===== config.mk =====
export PLATFORM = sky130hd
export DESIGN_NAME = masked_sq_scaler_pipe
export DESIGN_NICKNAME = d
export VERILOG_FILES = /design/src/rtl/masked_sq_scaler_pipe.sv
export SDC_FILE = /design/constraint.sdc
export NUM_CORES = 1
export LEC_CHECK = 0
export BUFFER_PORTS_ARGS = -buffer_cell sky130_fd_sc_hd__buf_2
export CORE_AREA = 10 10 70 95
export CTS_BUF_LIST = sky130_fd_sc_hd__clkbuf_16
export CTS_CLUSTER_DIAMETER = 200
export DETAILED_ROUTE_END_ITERATION = 10
export DIE_AREA = 0 0 80 105
export GPL_TIMING_DRIVEN = 0
export HOLD_SLACK_MARGIN = 0.03
export PLACE_DENSITY_LB_ADDON = 0.3
export SLEW_MARGIN = 20
export SYNTH_ARGS = -nofsm -noshare
export SYNTH_HDL_FRONTEND = slang
export SYNTH_SLANG_ARGS = --single-unit
export TNS_END_PERCENT = 50

===== constraint.sdc =====
create_clock -name clk -period 1.6 [get_ports clk]
set_input_delay 0.24 -clock clk [delete_from_list [all_inputs] [get_ports clk]]
set_output_delay 0.24 -clock clk [all_outputs]
set_load 0.05 [all_outputs]

===== src/rtl/masked_sq_scaler_pipe.sv =====
// masked_sq_scaler_pipe
//   Elastic, share-wise GF(2^2) square-scaler for the masked AES S-box tower-field datapath.
//   Every 2-bit lane of every DOM share is passed through one of four linear square-scale
//   maps selected by a runtime mode register, then carried through STAGES register stages
//   with per-stage valid bits and valid/ready backpressure.
//
// Ports
//   clk, rst_n      clock (rising edge), asynchronous active-low reset
//   cfg_valid/ready mode update handshake; accepted only while the pipeline is empty
//   cfg_mode        requested map select
//   mode            current map select register
//   in_valid/ready  upstream handshake
//   in_data         share s in [2*LANES*(s+1)-1 : 2*LANES*s], lane l of a share in [2l+1:2l]
//   out_valid/ready downstream handshake
//   out_data        mapped data, same packing as in_data
//   xfer_cnt        wrapping count of completed output transfers
module masked_sq_scaler_pipe #(
   parameter int unsigned LANES  = 4,
   parameter int unsigned SHARES = 2,
   parameter int unsigned STAGES = 2,
   parameter int unsigned DW     = 2 * LANES * SHARES
) (
   input  logic          clk,
   input  logic          rst_n,
   input  logic          cfg_valid,
   input  logic [1:0]    cfg_mode,
   output logic          cfg_ready,
   output logic [1:0]    mode,
   input  logic          in_valid,
   output logic          in_ready,
   input  logic [DW-1:0] in_data,
   output logic          out_valid,
   input  logic          out_ready,
   output logic [DW-1:0] out_data,
   output logic [15:0]   xfer_cnt
);

   // Square-scale map of one GF(2^2) lane a = (a1, a0).
   function automatic logic [1:0] sq_scale(input logic [1:0] a, input logic [1:0] m);
      logic [1:0] res;
      logic       s;
      s   = a[1] ^ a[0];
      res = 2'b00;
      unique case (m)
         2'd0: res = {s, a[0]};
         2'd1: res = {s, a[1]};
         2'd2: res = {a[0], s};
         2'd3: res = {a[1], s};
         default: res = 2'b00;
      endcase
      return res;
   endfunction

   // ------------------------------------------------------------------------------------
   // State
   // ------------------------------------------------------------------------------------
   logic [1:0]        mode_q, mode_d;
   logic [15:0]       xfer_q, xfer_d;
   logic [STAGES-1:0] vld_q, vld_d;
   logic [DW-1:0]     data_q [STAGES];
   logic [DW-1:0]     data_d [STAGES];

   logic [DW-1:0]     mapped;
   logic [STAGES-1:0] stage_load;
   logic              cfg_fire;
   logic              in_fire;
   logic              out_fire;

   // ------------------------------------------------------------------------------------
   // Share-wise map. Each lane only sees its own two bits and the mode register, so no
   // output bit of one share ever depends on another share.
   // ------------------------------------------------------------------------------------
   for (genvar s = 0; s < SHARES; s++) begin : g_share
      for (genvar l = 0; l < LANES; l++) begin : g_lane
         localparam int unsigned Base = 2 * (LANES * s + l);
         assign mapped[Base +: 2] = sq_scale(in_data[Base +: 2], mode_q);
      end
   end

   // ------------------------------------------------------------------------------------
   // Stage load enables. Stage k may load when it is empty or the stage after it loads;
   // the last stage hands off when out_ready. Unrolled as a running OR from the output end
   // so that empty stages anywhere downstream let bubbles collapse.
   // ------------------------------------------------------------------------------------
   always_comb begin
      logic acc;
      acc        = out_ready;
      stage_load = '0;
      for (int k = int'(STAGES) - 1; k >= 0; k--) begin
         acc           = acc | ~vld_q[k];
         stage_load[k] = acc;
      end
   end

   // Handshakes. Gating with rst_n keeps both readies low while reset is asserted.
   assign cfg_ready = rst_n & ~(|vld_q) & ~in_valid;
   assign cfg_fire  = cfg_valid & cfg_ready;
   assign in_ready  = rst_n & stage_load[0] & ~cfg_fire;
   assign in_fire   = in_valid & in_ready;
   assign out_fire  = vld_q[STAGES-1] & out_ready;

   // ------------------------------------------------------------------------------------
   // Next state
   // ------------------------------------------------------------------------------------
   always_comb begin
      vld_d  = vld_q;
      data_d = data_q;

      // Stage 0 captures the mapped word under the mode in force at acceptance.
      if (stage_load[0]) begin
         vld_d[0] = in_fire;
         if (in_fire) begin
            data_d[0] = mapped;
         end
      end

      for (int k = 1; k < int'(STAGES); k++) begin
         if (stage_load[k]) begin
            vld_d[k] = vld_q[k-1];
            if (vld_q[k-1]) begin
               data_d[k] = data_q[k-1];
            end
         end
      end
   end

   always_comb begin
      mode_d = mode_q;
      if (cfg_fire) begin
         mode_d = cfg_mode;
      end
   end

   always_comb begin
      xfer_d = xfer_q;
      if (out_fire) begin
         xfer_d = xfer_q + 16'd1;
      end
   end

   // ------------------------------------------------------------------------------------
   // Registers
   // ------------------------------------------------------------------------------------
   always_ff @(posedge clk or negedge rst_n) begin
      if (!rst_n) begin
         vld_q  <= '0;
         mode_q <= 2'd0;
         xfer_q <= 16'd0;
         for (int k = 0; k < int'(STAGES); k++) begin
            data_q[k] <= '0;
         end
      end else begin
         vld_q  <= vld_d;
         mode_q <= mode_d;
         xfer_q <= xfer_d;
         for (int k = 0; k < int'(STAGES); k++) begin
            data_q[k] <= data_d[k];
         end
      end
   end

   // Outputs come straight from the last stage registers.
   assign out_valid = vld_q[STAGES-1];
   assign out_data  = data_q[STAGES-1];
   assign mode      = mode_q;
   assign xfer_cnt  = xfer_q;

endmodule


-- Yosys cells after proc, flatten, opt, wreduce, memory -nomap -nowiden
Index checks and enable logic that the tools add are counted.
- bits in registers: 52
- input bits: 23
- logic and storage cells: 44
- add/subtract/negate cells: 1
- eq/ne operators: 3
- mux-type cells: 8
- bitwise logic cells: 22
- reduce and logical (&&, ||, !) cells: 4
- operators with widths (operator ; number):
    2-bit case mux with 4 select lines ; 8
    16-bit by 1-bit adder with 16-bit output, second input constant ; 1
    1-bit bitwise XOR ; 8
    1-bit bitwise AND ; 7
    1-bit NOT ; 5
    2-bit == test, second input constant ; 2
    2-bit AND reduction ; 2
    2-bit by 1-bit == test with 1-bit output, second input constant ; 1
    2-bit zero test ; 1
    1-bit bitwise OR ; 2
    2-bit OR reduction ; 1

-- Depth between registers and ports, before layout
- word-level depth: 9
- depth in mapped cells: 6
- mapped depth without buffers: 5

-- Worst setup path before layout
No wires, ideal clock.
- path type: reg2out
- start: register vld_q[1]
- end: output port in_ready
- arrival time: 2.304 ns
- required time: 1.360 ns
- path slack: -0.944 ns
- stages on the path, launching flop included: 4
- buffers on the path: 0
- path through: dfrtp_1 -> nor4b_2 -> nand2_1 -> and3_1
- word-level cells in the longest chain between the ends: 7
- ends and longest elaborated chain (what ; line ; source):
    from (decl) ; 59 ; logic [STAGES-1:0] vld_q, vld_d;
    from (signal assigned) ; 153 ; vld_q <= vld_d;
    2-bit OR reduction ; 96 ; assign cfg_ready = rst_n & ~(|vld_q) & ~in_valid;
    1-bit NOT ; 96 ;
    1-bit bitwise AND (2 in series) ; 96 ;
    via cfg_ready ; 27 ; output logic cfg_ready,
    1-bit bitwise AND ; 97 ; assign cfg_fire = cfg_valid & cfg_ready;
    1-bit NOT ; 98 ; assign in_ready = rst_n & stage_load[0] & ~cfg_fire;
    1-bit bitwise AND ; 98 ;
    to (decl) ; 30 ; output logic in_ready,
The timed path passes the listed nets, and every way through them passes these cells.

-- Worst setup path in the final report
- start: register vld_q[0]
- end: output port in_ready
- word-level cells in the longest chain between the ends: 7
- ends and longest elaborated chain (what ; line):
    2-bit OR reduction ; 96
    1-bit NOT ; 96
    1-bit bitwise AND (2 in series) ; 96
    1-bit bitwise AND ; 97
    1-bit NOT ; 98
    1-bit bitwise AND (*) ; 98
Mark *: on every way between the ends. The rest lies on a longest branch, timed or not.

==> results_dict.tcl <==
set metrics [dict create \
    syn_to_final_growth_pct 23.8 \
    cts_tree "built" \
    wl_mm 5.35 \
    final_area_um2 3140 \
    reg2reg_slack_ns 0.04 \
    crit_required_ns 1.36 \
    ios 60 \
    wl_per_cell_um 15.3 \
    gp_congestion 0.774 \
    hold_viol 52 \
    cp_slowest_cell "dfrtp_1" \
    async_reset_ff_frac 1.00 \
    drtAntennaViolNets 0 \
    clk_latency_ns 0.29 \
    grt_pass1_wl_mm 9.07 \
    maxSlewViolCount 0 \
    yosys_most_used_dff "dfrtp_1" \
    p_leak_nw 1.56 \
    grt_overflow 0 \
    skew_ns 0.00496 \
    status "complete, but fails checks" \
    grtUsageTotal 0.132 \
    drive_gt1_frac 0.451 \
    slowest_delay_ns 0.41 \
    timing.fmax_ghz 0.611 \
    period_share 1.02 \
    rsz0062_at_grt "true" \
    dpl_worst_slack_ns -0.309 \
    synthCells 216 \
    power_density_nw_per_um2 1730 \
    critPathKind "register to output pin" \
    clock_sinks 52 \
    syn_nets 240 \
    dp_hpwl_mm 3.97 \
    layout.cells.non_filler 350 \
    drcViolationCount 0 \
    core_area_um2 4880 \
    critPathArrivalTime_ns 1.40 \
    dieArea_um2 8400 \
    peakVddDrop_mv 0.948 \
    timing.hold.ws_ns -0.140 \
    synth_edf_count 0 \
    multiInputGateArea_um2 1090 \
    max-cap-violations 0 \
    crit_fanout 3 \
    ctsRootBufferMaster "clkbuf_16" \
    yosysSeqAreaShare 0.514 \
    die_x_um 80 \
    rows 30 \
    end_kind "output pin" \
    htreeDepth 2 \
    cp-start-kind "register" \
    grt_max_degree 56 \
    clk_path_buf_depth 2 \
    worstMarginPinSlew_ns 0.413 \
    synth_cell_types 28 \
    clk_pin_slew_ns 0.07 \
    final.setup.worst_slack_ns -0.0375 \
    regArea_um2 1300 \
    initial_utilization 0.519 \
    slew_headroom 0.718 \
    yosysWarningCount 0 \
    fp.dieH_um 105 \
    final_common_cell "buf_2" \
    hp-class "input pin to asynchronous set/reset pin" \
    cts_buffers 5 \
    synth-seq-cells 52 \
    vias 1797 \
    via_per_inst 5.13 \
    first_pass_iters 6 \
    dpl.cell_count 339 \
    io_buffers 59 \
    num-fill-cells 411 \
    violations "hold timing, setup timing" \
    antenna_found_initial 0 \
    path_cells "buf_4 -> nand3b_1 -> and3_4 -> buf_6" \
    setup_tns_ns -0.0375 \
    mostFrequentLayoutCells "buf_2 (58), dfrtp_1 (50), mux2_2 (26), buf_4 (24), nor2_1 (24)" \
    setup_viol 1 \
    grt_pass1_vias 1924 \
    syn_avg_cell_area_um2 11.7 \
    syn-cell-area_um2 2530 \
    placed_area_um2 2930 \
    min_period_ns 1.64 \
    n_antenna_cell 0 \
    finalNetCount 309 \
    drt_iter0_markers 83 \
]
-- metrics by stage --
| step | util | total power, mW |
|---|---|---|
| after floorplan | - | 3.87 |
| after global placement | 0.599 | 4.35 |
| after detailed placement | 0.600 | 4.41 |
| after CTS | 0.636 | 5.46 |
| after global routing | 0.643 | 5.70 |
| final | 0.643 | 5.42 |
-- worst max-delay path, delay by kind of cell (launching register included) --
family | cells | cell delay (ns)
DFF | 1 | 0.41
and+or+nand+nor | 2 | 0.38
buffers and inverters | 2 | 0.31
-- worst paths after layout --
check / from / to / depth (start not counted)
max reg2reg: vld_q[0] / data_q[30] / 5
min: rst_n / xfer_cnt[1] / 1
max in group asynchronous: rst_n / mode[1] / 1
min reg2reg: xfer_cnt[15] / xfer_cnt[15] / 1
max: vld_q[0] / in_ready / 4
min in group clk: cfg_mode[1] / mode[1] / 2
-- registers in the layout (all words and copies together) (netlist names) --
signal and count:
mode 2, out_data 16, xfer_cnt 16, data_q 16, vld_q 2
-- power breakdown --
part	internal, mW	switching [mW]
logic	0.880	1.57
registers	1.71	0.244
clock network	0.566	0.448
-- per-layer routing --
| layer | track usage | share of wire | vias to the layer above |
|---|---|---|---|
| met5 | 0 | 0 | - |
| met4 | 0.0543 | 0.021 | 0 |
| met3 | 0.0420 | 0.073 | 9 |
| met2 | 0.225 | 0.51 | 52 |
| met1 | 0.145 | 0.40 | 857 |
| li1 | - | - | 879 |
-- Yosys cell counts, types with 2 or more instances --
cell type / number / area (um2)
a2111oi_0: 5 / 43.8
a2111oi_2: 3 / 45.0
a211oi_1: 8 / 60.1
a21o_1: 8 / 60.1
and3_1: 5 / 31.3
buf_2: 2 / 10.0
buf_4: 21 / 158
dfrtp_1: 52 / 1300
inv_1: 2 / 7.51
mux2_2: 26 / 293
mux2i_1: 8 / 80.1
nand2_1: 15 / 56.3
nand2b_1: 2 / 12.5
nand3_1: 5 / 25.0
nand4_1: 5 / 31.3
nor2_1: 24 / 90.1
xnor2_1: 13 / 114
xor2_1: 2 / 17.5
-- final cells by class --
class | count | area share
sequential | 52 | 0.416
multi-input combinational | 139 | 0.348
timing repair buffer | 62 | 0.107
buffer | 23 | 0.0567
clock buffer | 5 | 0.0399
tap | 64 | 0.0255
clock inverter | 3 | 0.00399
inverter | 2 | 0.00359
-- logic make-up after synthesis --
kind of cell / after synthesis / synth area share
AOI/OAI and AO/OA: 24 / 0.0825
DFF: 52 / 0.514
xor gates and xnor gates: 15 / 0.0519
muxes: 35 / 0.152
and+or+nand+nor: 64 / 0.126
adders and majority gates: 1 / 0.00494
buffers and inverters: 25 / 0.0692
-- timing repair --
action | in CTS | in global routing
gates resized for setup | 6 | 5
cloned | 0 | 0
endpoints found under the setup margin | 2 | 14
pin swaps | 1 | 0
endpoints found under the hold margin | 52 | 52
setup buffers | 3 | 0
Power figures use the tool's default switching activity.
